$ cat src/rtl/wbu_stage.sv
// Write-back stage: queues completed instructions from the LSU in a small FIFO, then retires
// them one per cycle with load extension, register/CSR writes, a commit pulse and a retire counter.
module wbu_stage #(
    parameter int XLEN  = 32,
    parameter int RAW   = 5,
    parameter int CSRW  = 2,
    parameter int DEPTH = 2
) (
    input  logic            clk,
    input  logic            rst,
    input  logic            lsu_valid,
    output logic            wbu_ready,
    input  logic [XLEN-1:0] res,
    input  logic [XLEN-1:0] dataout,
    input  logic            memtoreg,
    input  logic [1:0]      ld_size,
    input  logic            ld_unsigned,
    input  logic [2:0]      addr_lo,
    input  logic            regw,
    input  logic [RAW-1:0]  rd,
    input  logic            csrw,
    input  logic [CSRW-1:0] csr_idx,
    input  logic [XLEN-1:0] csr_wdata,
    input  logic [XLEN-1:0] pc,
    input  logic            wb_stall,
    output logic            regwen,
    output logic [RAW-1:0]  wa,
    output logic [XLEN-1:0] wd,
    output logic            csr_wen,
    output logic [CSRW-1:0] csr_wa,
    output logic [XLEN-1:0] csr_wd,
    output logic            commit,
    output logic [XLEN-1:0] commit_pc,
    output logic [63:0]     retire_cnt
);

    localparam int PTRW = $clog2(DEPTH);
    localparam int CNTW = PTRW + 1;

    typedef struct packed {
        logic [XLEN-1:0] res;
        logic [XLEN-1:0] dataout;
        logic            memtoreg;
        logic [1:0]      ld_size;
        logic            ld_unsigned;
        logic [2:0]      addr_lo;
        logic            regw;
        logic [RAW-1:0]  rd;
        logic            csrw;
        logic [CSRW-1:0] csr_idx;
        logic [XLEN-1:0] csr_wdata;
        logic [XLEN-1:0] pc;
    } entry_t;

    entry_t          mem_q [DEPTH];
    entry_t          mem_d [DEPTH];
    logic [PTRW-1:0] head_q, head_d;
    logic [PTRW-1:0] tail_q, tail_d;
    logic [CNTW-1:0] count_q, count_d;
    logic [63:0]     retire_cnt_q, retire_cnt_d;

    entry_t          in_entry;
    entry_t          head_e;
    logic            push;
    logic            pop;

    logic [2:0]      off;
    logic [XLEN-1:0] shifted;
    logic [XLEN-1:0] mask;
    logic            sign_bit;
    logic [XLEN-1:0] load_data;

    // Ready comes only from the registered count, so a full FIFO refuses a push even while popping.
    assign wbu_ready = (count_q != CNTW'(DEPTH));
    assign push      = lsu_valid & wbu_ready;
    assign pop       = (count_q != '0) & ~wb_stall;
    assign head_e    = mem_q[head_q];

    assign in_entry = '{res: res, dataout: dataout, memtoreg: memtoreg, ld_size: ld_size,
                        ld_unsigned: ld_unsigned, addr_lo: addr_lo, regw: regw, rd: rd,
                        csrw: csrw, csr_idx: csr_idx, csr_wdata: csr_wdata, pc: pc};

    always_comb begin
        mem_d        = mem_q;
        head_d       = head_q;
        tail_d       = tail_q;
        count_d      = count_q;
        retire_cnt_d = retire_cnt_q;
        if (push) begin
            mem_d[tail_q] = in_entry;
            tail_d        = tail_q + PTRW'(1);
        end
        if (pop) begin
            head_d       = head_q + PTRW'(1);
            retire_cnt_d = retire_cnt_q + 64'd1;
        end
        case ({push, pop})
            2'b10:   count_d = count_q + CNTW'(1);
            2'b01:   count_d = count_q - CNTW'(1);
            default: count_d = count_q;
        endcase
    end

    // On a 32-bit datapath the byte offset only spans a word, so bit 2 is masked off.
    always_comb begin
        off     = head_e.addr_lo & ((XLEN == 64) ? 3'b111 : 3'b011);
        shifted = head_e.dataout >> {off, 3'b000};
        mask     = '1;
        sign_bit = shifted[XLEN-1];
        case (head_e.ld_size)
            2'd0: begin
                mask     = XLEN'(8'hFF);
                sign_bit = shifted[7];
            end
            2'd1: begin
                mask     = XLEN'(16'hFFFF);
                sign_bit = shifted[15];
            end
            2'd2: begin
                mask     = XLEN'(32'hFFFF_FFFF);
                sign_bit = shifted[31];
            end
            default: begin
                mask     = '1;
                sign_bit = shifted[XLEN-1];
            end
        endcase
        if (sign_bit && !head_e.ld_unsigned) begin
            load_data = shifted | ~mask;
        end else begin
            load_data = shifted & mask;
        end
    end

    assign regwen     = pop & head_e.regw & (head_e.rd != '0);
    assign wa         = head_e.rd;
    assign wd         = head_e.memtoreg ? load_data : head_e.res;
    assign csr_wen    = pop & head_e.csrw;
    assign csr_wa     = head_e.csr_idx;
    assign csr_wd     = head_e.csr_wdata;
    assign commit     = pop;
    assign commit_pc  = head_e.pc;
    assign retire_cnt = retire_cnt_q;

    always_ff @(posedge clk or negedge rst) begin
        if (!rst) begin
            for (int i = 0; i < DEPTH; i++) begin
                mem_q[i] <= '0;
            end
            head_q       <= '0;
            tail_q       <= '0;
            count_q      <= '0;
            retire_cnt_q <= '0;
        end else begin
            mem_q        <= mem_d;
            head_q       <= head_d;
            tail_q       <= tail_d;
            count_q      <= count_d;
            retire_cnt_q <= retire_cnt_d;
        end
    end

endmodule

$ cat config.mk
export PLATFORM = sky130hd
export DESIGN_NAME = wbu_stage
export DESIGN_NICKNAME = d
export VERILOG_FILES = /design/src/rtl/wbu_stage.sv
export SDC_FILE = /design/constraint.sdc
export NUM_CORES = 1
export LEC_CHECK = 0
export ABC_AREA = 1
export BUFFER_PORTS_ARGS = -buffer_cell sky130_fd_sc_hd__buf_2
export CAP_MARGIN = 25
export CORE_MARGIN = 4
export CORE_UTILIZATION = 56
export DETAILED_ROUTE_END_ITERATION = 16
export PLACE_DENSITY = 0.8
export SLEW_MARGIN = 5
export SYNTH_ARGS = -nofsm -noshare
export SYNTH_HDL_FRONTEND = slang
export SYNTH_SLANG_ARGS = --single-unit
$ cat constraint.sdc
create_clock -name clk -period 2.65 [get_ports clk]
set_clock_uncertainty 0.2 [all_clocks]
set_input_delay 0.1325 -clock clk [delete_from_list [all_inputs] [get_ports clk]]
set_output_delay 0.1325 -clock clk [all_outputs]
set_load 0.01 [all_outputs]
---- Word level (Yosys, flattened, before mapping) ----
Cells that the tools add are included.
storage, ports and cells
  register bits after elaboration ......... 356
  bits of input ports ..................... 148
  output and inout port bits .............. 171
  logic and storage cells ................. 70
cells by class
  $add $sub $neg .......................... 5
  magnitude comparators ................... 3
  eq/ne operators ......................... 4
  shifts and indexed selects .............. 1
  muxes and demuxes ....................... 11
  bitwise gates (word level) .............. 11
  reductions and logical operators ........ 7
operator list
  cell                     count
  $mux W144                4
  $bwmux W288              1
  $demux W144 S1           1
  $add A64 B1 Y64 const B  1
  $mux W32                 2
  $pmux W32 S2             1
  $and A32 B32 Y32         1
  $not A32 Y32             1
  $or A32 B32 Y32          1
  $shr A32 B5 Y32          1
  $and A1 B1 Y1            5
  $reduce_bool A5 Y1       1
  $eq A2 B1 Y1 const B     2
  $ge A2 B2 Y1 const B     2
  $not A1 Y2               2
  $pmux W2 S2              1
  $reduce_bool A2 Y1       2
  $add A1 B1 Y1 const B    2
  $add A2 B1 Y2 const B    1
  $eq A2 B2 Y1 const B     1
  $logic_and A1 B1 Y1      2
  $logic_not A2 Y1         1
  $lt A2 B1 Y1 const B     1
  $ne A2 B2 Y1 const B     1
  4 further kinds          4

---- Depth between registers and ports, before layout ----
  word-level depth ........................ 10
  depth in mapped cells ................... 13

---- Least setup slack after synthesis ----
No wires, ideal clock.
  path type ............................... reg2reg
  start ................................... register count_q[1]
  end ..................................... register count_q[1]
  library setup time ...................... 125 ps
  arrival ................................. 1,736 ps
  required time ........................... 2,325 ps
  slack ................................... 589 ps
  cell stages (with the launch flop) ...... 8
  period minus slack after synthesis ...... 2,061 ps
  cells stage by stage .................... dfrtp_1 > o21bai_4 > clkinv_2 > clkbuf_1 > ha_1 > a21oi_1 > o21ai_0 > xnor2_1
between the ends
  cells in the longest elaborated chain, start to end .. 4
  elaborated cells between the ends (all ways) .. 10
  those cells by class .................... 2 x add/sub; 3 x eq/ne; 1 x mux; 2 x bitwise; 2 x reduce/logical
ends and longest elaborated chain
  item                                               line  RTL
  from (decl)                                        59    logic [CNTW-1:0] count_q, count_d;
  from (signal assigned)                             158   count_q <= count_d;
  $reduce_bool A2 Y1 (*)                             76    assign pop = (count_q != '0) & ~wb_stall;
  $and A1 B1 Y1 (*)                                  76
  named net commit                                   32    output logic commit,
  $eq A2 B1 Y1 or $eq A2 B2 Y1 (tied branches)       97    case ({push, pop})
  $pmux W2 S2 or $reduce_bool A2 Y1 (tied branches)  -
Mark *: on every way through the listed nets, which the timed path passes. The rest lies on a longest branch.
A chain may end at the register's enable or synchronous reset.

---- Final worst setup path ----
  start ................................... register head_q
  end ..................................... output wd[9]
between the ends
  cells in the longest elaborated chain, start to end .. 10
  elaborated cells between the ends (all ways) .. 16
  those cells by class .................... 1 x eq/ne; 1 x shift; 7 x mux; 4 x bitwise; 3 x reduce/logical
ends and longest elaborated chain
  item                                                                     line  RTL
  from (decl)                                                              57    logic [PTRW-1:0] head_q, head_d;
  from (signal assigned)                                                   150   head_q <= '0;
  from (signal assigned)                                                   156   head_q <= head_d;
  $not A1 Y2 (implied by the code) (*)                                     77    assign head_e = mem_q[head_q];
  $mux W144 (implied by the code) (*) (3 in series)                        77
  parallel branches: the longest is 5 deep, another holds $shr A32 B5 Y32  -
  $mux W32 (*)                                                             137   assign wd = head_e.memtoreg ? load_data : head_e.res;
  to (decl)                                                                28    output logic [XLEN-1:0] wd,
Mark *: on every way between the ends. The select of a mux whose other input is x is not followed.

==> results.cfg <==
[run_status]
status = finished with violations
violations = negative setup slack

[finish]
mostFrequentLayoutCells = 820 x nand2_1, 353 x dfrtp_1, 312 x buf_2
final.fill_count = 2107
nets = 2851
postLayoutCellArea_sq_um = 22900
fin_cells = 3126
drive_gt1_frac = 0.202
synthToLayoutAreaGrowth_pct = 32.3
layout_commonest_cell = nand2_1

[drt]
firstDrtPassIters = 6
vias = 17068
wl_microns = 55700
avgRoutedWirePerCell_microns = 17.8
drt_iter0_drc = 1457
viasPerCell = 5.46
met2WireLength_microns = 26400
highest_layer = met4
drc = 0
antenna_left = 0
wl_met1_microns = 22100
wl_met3_microns = 4740

[clock_network]
clkSinkCount = 354
htree_levels = 2
cts_root_buf = clkbuf_16
numCtsBuffers = 39
clockBufferDepth = 3
path_clk_slew_ps = 60
cts_tree = yes
clock_latency_ps = 520

[setup_path]
cp.arrival_ps = 2510
cp-start-kind = flip-flop
slowest_stage = dfrtp_4
worstSetupEndpointType = output port
critPathMaxFanout = 8
rr_startpoint = retire_cnt[27]
max_stage_delay_ps = 550
cp_cell_sequence = buf_4 -> o21ai_4 -> inv_4 -> buf_4 -> o31ai_1 -> nand2_2 -> nand2_1 -> nand2_1 -> buf_2
ff2ff_setup_slack_ps = 380
path_class = flip-flop to output port
r2r_cells = 9
worstPathRequired_ps = 2320
timing.rr.end = retire_cnt[63]

[yosys]
synth-edff-count = 0
avgSynthCellArea_sq_um = 7.73
synthArstFlopShare = 1.00
ys_warn_count = 0
synth.net_count = 2390
yosysTopAreaCellShare = 0.512
ys_seq_elements = 354
ys_seq_area_frac = 0.512
synth_ff_type = dfrtp_1
synth_cell_types = 44
synth_top_cells_by_area = dfrtp_1 51%, nand2_1 18%, inv_1 4.8%, o21ai_0 4.8%, o21ai_1 4.2%
synth_area_leader_cell = dfrtp_1
synth_area_sq_um = 17300
synth_cells = 2240

[place]
dp_cells = 2885
hpwl_microns = 34900
placed_cell_area_sq_um = 19300
gp_congestion = 0.952
io_buffer_count = 317

[timing]
worstMarginPinSlew_ps = 627
hold_violations = 0
rsz0062_at_grt = true
setup_ws_ps = -193
finalSetupTns_ps = -3530
max_slew_margin = 0.579
drv_slew = 0
setup_viol = 30
hold_ws_ps = 70.3
fmax_ghz = 0.352
finalCriticalPeriod_ps = 2840
fin_crit_sh = 1.07

[pwr]
internal_power_mw = 16.2
seq_power_share = 0.311
combPwrFrac = 0.502
power_frac_clock = 0.187
p_leak_nw = 12.0
ir_worst_vdd_mv = 0.784
swShare = 0.436
powerDensity_nw_per_um2 = 1260
p_sw_mw = 12.6

[global_routing]
grt_antenna_before_repair = 2
grtUsageTotal = 0.324
grt_pass1_vias = 17023
overflow = 0
grt_pass1_wl_microns = 89200
grt_max_degree = 99

[floorplan]
fp.dieH_microns = 184
core.rowCount = 64
ios = 319
die_w_microns = 184
coreArea_sq_um = 30500
dieArea_sq_um = 33800
start_util = 0.568

[hold_path]
holdCritPathClass = primary input to asynchronous set/reset pin

[run]
drv_cap = 0
==> metal layers <==
layer / vias to the layer above / GRT usage
met1: 8023 / 0.433
met5: - / 0
met4: 0 / 0.121
met2: 879 / 0.535
li1: 7968 / -
met3: 198 / 0.0590
==> power groups by stage <==
stage | combinational [mW] | clock (mW) | sequential, mW
floorplan | 7.82 | 0 | 8.57
global placement | 11.5 | 0 | 8.81
detailed placement | 11.7 | 0 | 8.91
CTS | 13.2 | 5.44 | 8.86
global route | 15.8 | 5.67 | 9.20
finish | 14.5 | 5.38 | 8.96
==> cell usage after synthesis, types with 8 or more instances <==
cell type  instances
a21oi_1           44
a21oi_2           10
and2_1             8
buf_2             59
clkbuf_1          41
dfrtp_1          354
inv_1            223
inv_2              8
nand2_1          842
nand3_1           38
nand4_1           20
nor2_1           110
nor2_2             8
nor3_1            32
o21ai_0          165
o21ai_1          147
xnor2_1           12
xor2_1            43
==> flip-flops by register name, summed over array words and instances (netlist names) <==
signal and cells:
count_q 2, retire_cnt 64, head_q 1, mem_q 286
tail_q 1
==> cell families (layout without fill, tap and decap cells) <==
| logic type | count (synthesis) | in the layout | share of synthesized area |
|---|---|---|---|
| multiplexers | 2 | 2 | 0.00116 |
| other | 0 | 3 | 0 |
| XOR/XNOR | 55 | 55 | 0.0278 |
| AO/OA/AOI/OAI | 392 | 392 | 0.120 |
| buffers and inverters | 344 | 830 | 0.0828 |
| AND/OR/NAND/NOR | 1091 | 1092 | 0.255 |
| flip-flops | 354 | 354 | 0.512 |
| adder cells (fa/ha/maj) | 2 | 2 | 0.00145 |
==> worst max-delay path by stage <==
stage	from	end	slack, ps	depth (start not counted)
after floorplan	count_q[1]	count_q[1]	590	7
final	head_q	wd[9]	-190	9
after detailed placement	head_q	wd[31]	100	10
after global routing	head_q	wd[9]	-350	9
after global placement	head_q	wd[31]	130	11
after CTS	head_q	wd[27]	-140	12
==> area by class of cell <==
type / count / area [sq um] / area share
clock inverters: 11 / 138 / 0.00601
clock buffers: 56 / 1130 / 0.0493
multi-input cells: 1543 / 7420 / 0.324
inverters: 233 / 896 / 0.0391
well taps: 396 / 495 / 0.0216
flip-flops and latches: 354 / 8860 / 0.387
diodes: 3 / 7.51 / 0.000328
repair buffers: 530 / 3960 / 0.173
==> timing repair <==
action / in CTS / in global routing
gates resized for setup: 72 / 64
pin swaps: 17 / 16
cloned: 2 / 2
endpoints found under the hold margin: 621 / 0
endpoints found under the setup margin: 32 / 32
buffers inserted: 19 / 4
hold buffers: 147 / 0
==> per-stage QoR <==
stage / setup slack, ps / utilization / total power [mW]
final: -193 / 0.751 / 28.8
after global routing: -347 / 0.751 / 30.6
after CTS: -145 / 0.740 / 27.5
after detailed placement: 98.7 / 0.634 / 20.6
after global placement: 129 / 0.634 / 20.3
after floorplan: 589 / - / 16.4
==> worst max-delay path, delay by kind of cell (launching register included) <==
family / cells / cell delay [ps]
flip-flops: 1 / 550
AO/OA/AOI/OAI: 2 / 640
buffers and inverters: 4 / 590
AND/OR/NAND/NOR: 3 / 210
(Power assumes the default switching activity.)
